==> config.mk <==
export PLATFORM = sky130hd
export DESIGN_NAME = request_unit
export DESIGN_NICKNAME = d
export VERILOG_FILES = /design/src/rtl/request_unit.sv
export SDC_FILE = /design/constraint.sdc
export NUM_CORES = 1
export LEC_CHECK = 0
export BUFFER_PORTS_ARGS = -buffer_cell sky130_fd_sc_hd__buf_2
export CAP_MARGIN = 20
export CORE_MARGIN = 2
export CORE_UTILIZATION = 51
export CTS_CLUSTER_SIZE = 25
export DETAILED_ROUTE_END_ITERATION = 10
export GPL_TIMING_DRIVEN = 0
export PLACE_DENSITY = 0.85
export SYNTH_ARGS = -nofsm -noshare
export SYNTH_HDL_FRONTEND = slang
export SYNTH_SLANG_ARGS = --single-unit
export TNS_END_PERCENT = 30
==> constraint.sdc <==
create_clock -name CLK -period 2 [get_ports CLK]
set_clock_uncertainty 0.1 [all_clocks]
set_input_delay 0.1 -clock CLK [delete_from_list [all_inputs] [get_ports CLK]]
set_output_delay 0.1 -clock CLK [all_outputs]
set_load 0.02 [all_outputs]
==> src/rtl/request_unit.sv <==
// request_unit: sequential request tracker that sits between the decoder and
// the memory controller. It issues registered data-memory requests, holds them
// until dhit, freezes the PC while a data access is outstanding, and latches
// a sticky halt.
//
// Optional build macro: REQUEST_UNIT_TIMEOUT_EN
//   When defined, a data access that sees no dhit for TIMEOUT consecutive
//   cycles is aborted. The unit then raises mem_err and halt_out and parks
//   in HALTED. When undefined, DATA waits forever and mem_err is tied low.
module request_unit #(
    parameter int CNT_W   = 16,
    parameter int TIMEOUT = 255
) (
    input  logic             CLK,
    input  logic             RST,
    input  logic             cu_dREN,
    input  logic             cu_dWEN,
    input  logic             cu_halt,
    input  logic             ihit,
    input  logic             dhit,
    output logic             imemREN,
    output logic             dmemREN,
    output logic             dmemWEN,
    output logic             pcEN,
    output logic             halt_out,
    output logic [CNT_W-1:0] stall_count,
    output logic             mem_err
);

    typedef enum logic [1:0] {
        ST_IDLE   = 2'd0,
        ST_DATA   = 2'd1,
        ST_HALTED = 2'd2
    } state_t;

    state_t           state_reg, state_next;
    logic             dren_reg, dren_next;
    logic             dwen_reg, dwen_next;
    logic             halt_reg, halt_next;
    logic [CNT_W-1:0] stall_reg, stall_next;
    logic             pc_en_comb;
    logic             timeout_hit;

`ifdef REQUEST_UNIT_TIMEOUT_EN
    // The wait counter only has to reach TIMEOUT-1; the abort fires in the
    // cycle that would bring it to TIMEOUT.
    localparam int TO_W = (TIMEOUT < 2) ? 1 : $clog2(TIMEOUT);

    logic [TO_W-1:0] wait_cnt_reg, wait_cnt_next;
    logic            mem_err_reg, mem_err_next;

    // Abort condition: still no dhit in the TIMEOUT-th waiting cycle.
    // A dhit in that same cycle wins and completes normally.
    assign timeout_hit = (state_reg == ST_DATA) && !dhit &&
                         (wait_cnt_reg == TO_W'(TIMEOUT - 1));

    // Wait counter: cleared on DATA entry, counts dhit-less DATA cycles.
    always_comb begin
        wait_cnt_next = wait_cnt_reg;
        if ((state_reg == ST_IDLE) && (state_next == ST_DATA)) begin
            wait_cnt_next = '0;
        end else if ((state_reg == ST_DATA) && !dhit && !timeout_hit) begin
            wait_cnt_next = wait_cnt_reg + 1'b1;
        end
        mem_err_next = mem_err_reg | timeout_hit;
    end

    // Timeout counter and sticky error flag.
    always_ff @(posedge CLK or posedge RST) begin
        if (RST) begin
            wait_cnt_reg <= '0;
            mem_err_reg  <= 1'b0;
        end else begin
            wait_cnt_reg <= wait_cnt_next;
            mem_err_reg  <= mem_err_next;
        end
    end

    assign mem_err = mem_err_reg;
`else
    // No timeout hardware: DATA waits indefinitely.
    localparam int unused_timeout = TIMEOUT;

    assign timeout_hit = 1'b0;
    assign mem_err     = 1'b0;
`endif

    // Next-state, request and PC-enable decode.
    always_comb begin
        state_next = state_reg;
        dren_next  = dren_reg;
        dwen_next  = dwen_reg;
        halt_next  = halt_reg;
        stall_next = stall_reg;
        pc_en_comb = 1'b0;

        case (state_reg)
            ST_IDLE: begin
                // dhit is meaningless here; only a completed fetch matters.
                if (ihit) begin
                    if (cu_halt) begin
                        // Halt outranks any memory request in the same word.
                        state_next = ST_HALTED;
                        halt_next  = 1'b1;
                    end else if (cu_dWEN) begin
                        // Store wins over load when both are decoded.
                        state_next = ST_DATA;
                        dwen_next  = 1'b1;
                        dren_next  = 1'b0;
                    end else if (cu_dREN) begin
                        state_next = ST_DATA;
                        dren_next  = 1'b1;
                        dwen_next  = 1'b0;
                    end else begin
                        pc_en_comb = 1'b1;
                    end
                end
            end

            ST_DATA: begin
                // Instruction is frozen, so ihit and cu_* are not looked at.
                if (dhit) begin
                    state_next = ST_IDLE;
                    dren_next  = 1'b0;
                    dwen_next  = 1'b0;
                    pc_en_comb = 1'b1;
                end else begin
                    stall_next = (&stall_reg) ? stall_reg : stall_reg + 1'b1;
                    if (timeout_hit) begin
                        state_next = ST_HALTED;
                        dren_next  = 1'b0;
                        dwen_next  = 1'b0;
                        halt_next  = 1'b1;
                    end
                end
            end

            ST_HALTED: begin
                // Terminal: everything held quiet until reset.
                dren_next = 1'b0;
                dwen_next = 1'b0;
                halt_next = 1'b1;
            end

            default: begin
                state_next = ST_IDLE;
                dren_next  = 1'b0;
                dwen_next  = 1'b0;
            end
        endcase
    end

    // State and registered request/halt/stall outputs.
    always_ff @(posedge CLK or posedge RST) begin
        if (RST) begin
            state_reg <= ST_IDLE;
            dren_reg  <= 1'b0;
            dwen_reg  <= 1'b0;
            halt_reg  <= 1'b0;
            stall_reg <= '0;
        end else begin
            state_reg <= state_next;
            dren_reg  <= dren_next;
            dwen_reg  <= dwen_next;
            halt_reg  <= halt_next;
            stall_reg <= stall_next;
        end
    end

    // Fetch stays enabled except once halted; data priority is resolved
    // downstream in the memory arbiter.
    assign imemREN     = (state_reg != ST_HALTED);
    assign dmemREN     = dren_reg;
    assign dmemWEN     = dwen_reg;
    assign halt_out    = halt_reg;
    assign stall_count = stall_reg;
    // The PC must not move while reset is held, even if ihit is floating high.
    assign pcEN        = pc_en_comb & ~RST;

endmodule

==> flow_metrics.py, run 1 <==
metrics = {
    "outcome": {
        "outcome": "finished clean",
    },
    "detailed_routing": {
        "via_per_inst": 5.407,
        "detail-route-antenna-nets": 0,
        "routed_wirelength_um": 2189,
        "firstDrtPassIters": 4,
        "post-route-drc-count": 0,
        "drtIter0Drc": 20,
        "vias": 903,
        "avgRoutedWirePerCell_um": 13.11,
    },
    "setup_path": {
        "path_cells": "buf_6 > or3b_1 > or3_4 > nor3_1 > xor2_1",
        "path_max_fanout": 9,
        "cpPeakStageDelay_ns": 0.42,
        "setup.worst_path.class": "flip-flop to flip-flop",
        "slowest_stage": "or3_4",
        "start_kind": "flip-flop",
        "crit_required_ns": 2.13,
        "arrival_ns": 2.01,
        "end_kind": "flip-flop",
    },
    "logic_synthesis": {
        "yosysTopAreaCell": "dfrtp_1",
        "ys_warn_count": 0,
        "synth_xor_area_share_pct": 11.20,
        "syn_area_um2": 1095,
        "synthCells": 104,
        "syn_avg_cell_area_um2": 10.53,
        "ys_types": 38,
        "synth_fp_nets": 112,
        "synth_compound_area_share_pct": 6.857,
        "synth_top_area_share_pct": 48.00,
        "synth.area.mux_share_pct": 1.029,
        "yosys-top-cells-area": "dfrtp_1, xor2_1, nand4_1",
        "ys_ff_latch": 21,
        "synthSimpleGateAreaFrac_pct": 26.40,
        "synth_adder_area_share_pct": 1.143,
        "synth_top_family_by_area": "simple AND/OR/NAND/NOR gates",
        "yosysSeqAreaShare_pct": 48.00,
    },
    "global_route": {
        "grt_max_degree": 22,
        "grt_pass1_vias": 775,
        "antenna_found_initial": 0,
        "grt_use_total_pct": 18.69,
        "grt_overflow": 0,
        "grt_first_pass_wirelength_um": 3567,
    },
    "power_and_ir_drop": {
        "power_frac_clock_pct": 22.9,
        "switching_power_uw": 269.2,
        "total_power_uw": 879.5,
        "ir_worst_vdd_mv": 0.5678,
        "combPwrFrac_pct": 21.7,
        "swShare_pct": 30.61,
        "powerDensity_nw_per_um2": 643.7,
        "internal_power_uw": 610.3,
        "seq_power_share_pct": 55.4,
        "p_leak_nw": 0.7161,
    },
    "min_path": {
        "hold_class": "input pin to flip-flop",
    },
    "cts": {
        "worstSkewPairLatency_ns": 0.30,
        "cts_tree": "done",
        "cts_buffers": 3,
        "clock_sinks": 21,
        "cts_max_level": 1,
        "clock_path_buffers": 2,
        "root_buffer": "clkbuf_4",
        "cts.clk_slew.worst_paths_ns": 0.12,
    },
    "floorplanning": {
        "dieArea_um2": 2533,
        "dieWidth_um": 50.33,
        "row_count": 16,
        "io_pins": 29,
        "die_y_um": 50.33,
        "core_area_um2": 2002,
        "initial_utilization_pct": 54.69,
    },
    "place": {
        "place_hpwl_um": 1576,
        "io_buffers": 27,
        "placed_cells": 158,
        "gp_congestion": 0.7527,
    },
    "finish": {
        "area_growth_pct": 24.80,
        "fillerInstances": 166,
        "finish.utilization_pct": 68.25,
        "largest_reg_flops": 16,
        "n_antenna_cell": 0,
        "drive_gt1_share_pct": 32.86,
        "final_net_count": 149,
        "layoutNonFillerInstCount": 167,
    },
    "timing": {
        "drv_slew": 0,
        "rsz0062_at_grt": "true",
        "setup_viol": 0,
        "fin_setup_tns_ns": 0,
        "worst_pin_slew_ns": 0.7811,
        "slew_headroom_pct": 47.87,
        "fmax_ghz": 0.5336,
        "holdWs_ns": 0.03566,
        "period_share_pct": 93.70,
        "final_hold_viol_count": 0,
        "period_minus_slack_ns": 1.874,
    },
    "run": {
        "cap_violations": 0,
    },
}
==> power by group through the flow <==
stage / registers [mW] / clock network (mW) / logic (mW)
4_1_cts: 0.488 / 0.204 / 0.193
6_report: 0.487 / 0.201 / 0.191
3_3_place_gp: 0.494 / 0 / 0.181
5_1_grt: 0.493 / 0.225 / 0.212
2_1_floorplan: 0.523 / 0 / 0.0980
3_5_place_dp: 0.496 / 0 / 0.187
==> metal layers <==
metal | track usage [%] | routed length [µm] | vias up
li1 | - | - | 442
met4 | 6.757 | 14 | 0
met1 | 25.98 | 1035 | 439
met3 | 2.679 | 79 | 2
met5 | 0 | 0 | -
met2 | 29.82 | 1059 | 20
==> stage by stage <==
step / area [µm²] / setup WS, ns
final: 1366 / 0.1260
after global routing: 1366 / -0.004203
after CTS: 1334 / 0.03008
after detailed placement: 1264 / 0.02304
after global placement: 1264 / 0.01839
after floorplan: 1095 / 0.04815
==> Yosys cell counts <==
master,n
xnor2_1,3
nand4_1,5
nor3_1,5
a31oi_1,1
or4_1,1
nand3_1,4
o32a_1,1
nor2_1,5
buf_6,1
dfrtp_1,21
xor2_1,11
o21ai_0,2
nor4b_2,1
a22o_1,1
and3_1,2
mux2_2,1
ha_1,1
buf_2,2
buf_4,2
nor3_2,1
nor4_2,1
conb_1,1
inv_1,5
nor4_1,3
a32oi_1,1
or3b_1,1
nand2_1,6
or3_4,1
a21oi_1,3
a211o_1,1
o31ai_1,1
nor2b_1,2
or2_2,2
nor4b_1,1
nor3b_1,1
nand2b_1,1
nor4_4,1
or3_1,1
==> critical path: cells and delay by family, from the launching register on <==
kind / cells / cell delay, ns
buffers and inverters: 1 / 0.13
and+or+nand+nor: 3 / 1.01
DFF: 1 / 0.39
xor gates and xnor gates: 1 / 0.19
==> placed cells by master, fill, tap and decap left out, types with 2 or more instances in the layout <==
| cell | Yosys | final |
|---|---|---|
| a21oi_1 | 3 | 3 |
| and3_1 | 2 | 2 |
| buf_2 | 2 | 28 |
| buf_4 | 2 | 3 |
| buf_6 | 1 | 2 |
| clkbuf_4 | 0 | 3 |
| dfrtp_1 | 21 | 21 |
| dlygate4sd3_1 | 0 | 4 |
| inv_1 | 5 | 5 |
| nand2_1 | 6 | 6 |
| nand3_1 | 4 | 4 |
| nand4_1 | 5 | 5 |
| nor2_1 | 5 | 5 |
| nor2b_1 | 2 | 2 |
| nor3_1 | 5 | 5 |
| nor4_1 | 3 | 2 |
| nor4_4 | 1 | 2 |
| o21ai_0 | 2 | 2 |
| or2_2 | 2 | 2 |
| xnor2_1 | 3 | 3 |
| xor2_1 | 11 | 11 |
==> final cells by class <==
| class | instances | area, µm² | area share (%) |
|---|---|---|---|
| sequential | 21 | 525.5 | 38.46 |
| buffer | 5 | 42.54 | 3.114 |
| inverter | 5 | 18.77 | 1.374 |
| timing repair buffer | 32 | 182.7 | 13.37 |
| clock buffer | 3 | 22.52 | 1.648 |
| clock inverter | 1 | 5.005 | 0.3663 |
| tap | 27 | 33.78 | 2.473 |
| multi-input combinational | 73 | 535.5 | 39.19 |
==> final timing paths <==
path	start	endpoint	slack [ns]	cells past startpoint
max	state_reg[1]	stall_count[9]	0.13	5
min	ihit	state_reg[1]	0.04	3
max reg2reg	state_reg[1]	stall_count[9]	0.13	5
min reg2reg	halt_out	halt_out	0.37	1
max in group asynchronous	RST	stall_count[3]	0.91	3
min in group asynchronous	RST	stall_count[9]	0.40	3
==> what timing repair did <==
action	in CTS	in global routing
setup buffers	0	1
endpoints found under the hold margin	23	0
hold buffers	4	0
pin swaps	0	2
setup endpoints to repair	4	15
resized for setup	1	4
==> kinds of logic after synthesis <==
| group | count (synthesis) |
|---|---|
| compound gates | 11 |
| xor+xnor | 14 |
| fa+ha+maj | 1 |
| buf+inv | 10 |
| flops | 21 |
| mux | 1 |
| other cells | 1 |
| simple gates | 45 |
No activity file was read; power rests on OpenSTA's default activity.
==> inputs of run 2 (changes only) <==
PLACE_DENSITY = 0.79   (was 0.85)
SKIP_LAST_GASP = 1   (was default)
==> run 2 against run 1 <==
Sequential power barely moved; combinational power barely moved; die area did not move; routed wire length rose by 2.6%; worst setup slack got worse by 0.049 ns; non-clock buffer count did not move; global-route usage rose by 1.2 points; critical path depth did not move; worst hold slack got worse by 0.0038 ns.
==> flow_metrics.py, run 2 (same netlist as run 1, synthesis figures left out) <==
metrics = {
    "timing": {
        "final_hold_viol_count": 0,
        "period_share_pct": 96.17,
        "slew_headroom_pct": 48.14,
        "setup_viol": 0,
        "fin_setup_tns_ns": 0,
        "holdWs_ns": 0.03184,
        "drv_slew": 0,
        "fmax_ghz": 0.5199,
        "worst_pin_slew_ns": 0.7770,
        "period_minus_slack_ns": 1.923,
        "rsz0062_at_grt": "true",
    },
    "detailed_routing": {
        "via_per_inst": 5.425,
        "routed_wirelength_um": 2246,
        "drtIter0Drc": 9,
        "post-route-drc-count": 0,
        "firstDrtPassIters": 4,
        "detail-route-antenna-nets": 0,
        "vias": 906,
        "avgRoutedWirePerCell_um": 13.45,
    },
    "cts": {
        "clock_sinks": 21,
        "clock_path_buffers": 2,
        "cts_tree": "done",
        "worstSkewPairLatency_ns": 0.31,
        "cts_max_level": 1,
        "root_buffer": "clkbuf_4",
        "cts.clk_slew.worst_paths_ns": 0.11,
        "cts_buffers": 3,
    },
    "finish": {
        "largest_reg_flops": 16,
        "layout_common_cells": "buf_2, dfrtp_1, xor2_1",
        "fillerInstances": 173,
        "finish.utilization_pct": 67.44,
        "area_growth_pct": 23.31,
        "n_antenna_cell": 0,
        "drive_gt1_share_pct": 32.86,
        "final_common_cell": "buf_2",
        "final_net_count": 149,
        "layoutNonFillerInstCount": 167,
    },
    "power_and_ir_drop": {
        "p_leak_nw": 0.6982,
        "ir_worst_vdd_mv": 0.4804,
        "total_power_uw": 881.7,
        "powerDensity_nw_per_um2": 653.1,
    },
    "floorplanning": {
        "dieArea_um2": 2533,
        "row_count": 16,
        "initial_utilization_pct": 54.69,
        "io_pins": 29,
        "die_y_um": 50.33,
        "core_area_um2": 2002,
        "dieWidth_um": 50.33,
    },
    "place": {
        "io_buffers": 27,
        "place_hpwl_um": 1542,
        "placed_cells": 158,
        "gp_congestion": 0.8635,
    },
    "min_path": {
        "hold_class": "input pin to flip-flop",
    },
    "global_route": {
        "grt_overflow": 0,
        "grt_first_pass_wirelength_um": 3801,
        "grt_max_degree": 22,
        "grt_use_total_pct": 19.92,
        "antenna_found_initial": 0,
        "grt_pass1_vias": 881,
    },
    "setup_path": {
        "end_kind": "flip-flop",
        "setup.worst_path.class": "flip-flop to flip-flop",
        "arrival_ns": 2.03,
        "start_kind": "flip-flop",
        "crit_required_ns": 2.10,
        "path_max_fanout": 10,
    },
    "run": {
        "cap_violations": 0,
    },
    "outcome": {
        "outcome": "finished clean",
    },
}
run 2: through the flow:
| step | cell area [µm²] | setup slack, ns |
|---|---|---|
| 5_1_grt | 1350 | -0.02116 |
| 4_1_cts | 1329 | 0.04180 |
| 6_report | 1350 | 0.07669 |
| 3_5_place_dp | 1264 | -0.02983 |
| 2_1_floorplan | 1095 | 0.04815 |
| 3_3_place_gp | 1264 | 0.01672 |
run 2: timing repair:
action                     in CTS  in global routing
hold buffers                    3                  0
pin swaps                       0                  2
hold endpoints to repair       23                  0
resized for setup               2                  1
setup endpoints to repair      10                 14
setup buffers                   0                  2
run 2: final cells by class:
type	instances	area, µm²	area share [%]
flip-flops and latches	21	525.5	38.93
inverters	5	18.77	1.390
repair buffers	32	180.2	13.35
plain buffers	5	38.79	2.873
well taps	27	33.78	2.502
clock buffers	4	26.28	1.946
multi-input cells	73	526.8	39.02
run 2: layer usage:
metal | vias to the layer above | GRT usage, % | wire (µm)
li1 | 440 | - | -
met2 | 27 | 32.24 | 1057
met5 | - | 0 | 0
met3 | 9 | 2.976 | 78
met1 | 430 | 24.62 | 1016
met4 | 0 | 13.06 | 93
run 2: path summary, 6_finish.rpt:
| path | startpoint | to | slack (ns) | cells after the start |
|---|---|---|---|---|
| min in group asynchronous | RST | dmemWEN | 0.38 | 3 |
| min | ihit | state_reg[1] | 0.03 | 3 |
| max reg2reg | state_reg[1] | stall_count[1] | 0.08 | 5 |
| max in group asynchronous | RST | stall_count[4] | 0.94 | 3 |
| max | state_reg[1] | stall_count[1] | 0.08 | 5 |
| min reg2reg | halt_out | halt_out | 0.39 | 1 |
run 2: where the power goes:
group / internal (mW) / switching, mW
combinational: 0.0790 / 0.110
clock: 0.0779 / 0.126
sequential: 0.455 / 0.0335
run 2: critical path: stages (launching register included):
cell and delay, ns:
dfrtp_1 0.39, buf_6 0.13, or3b_1 0.41, buf_2 0.22, nor2_1 0.21, mux2_2 0.35
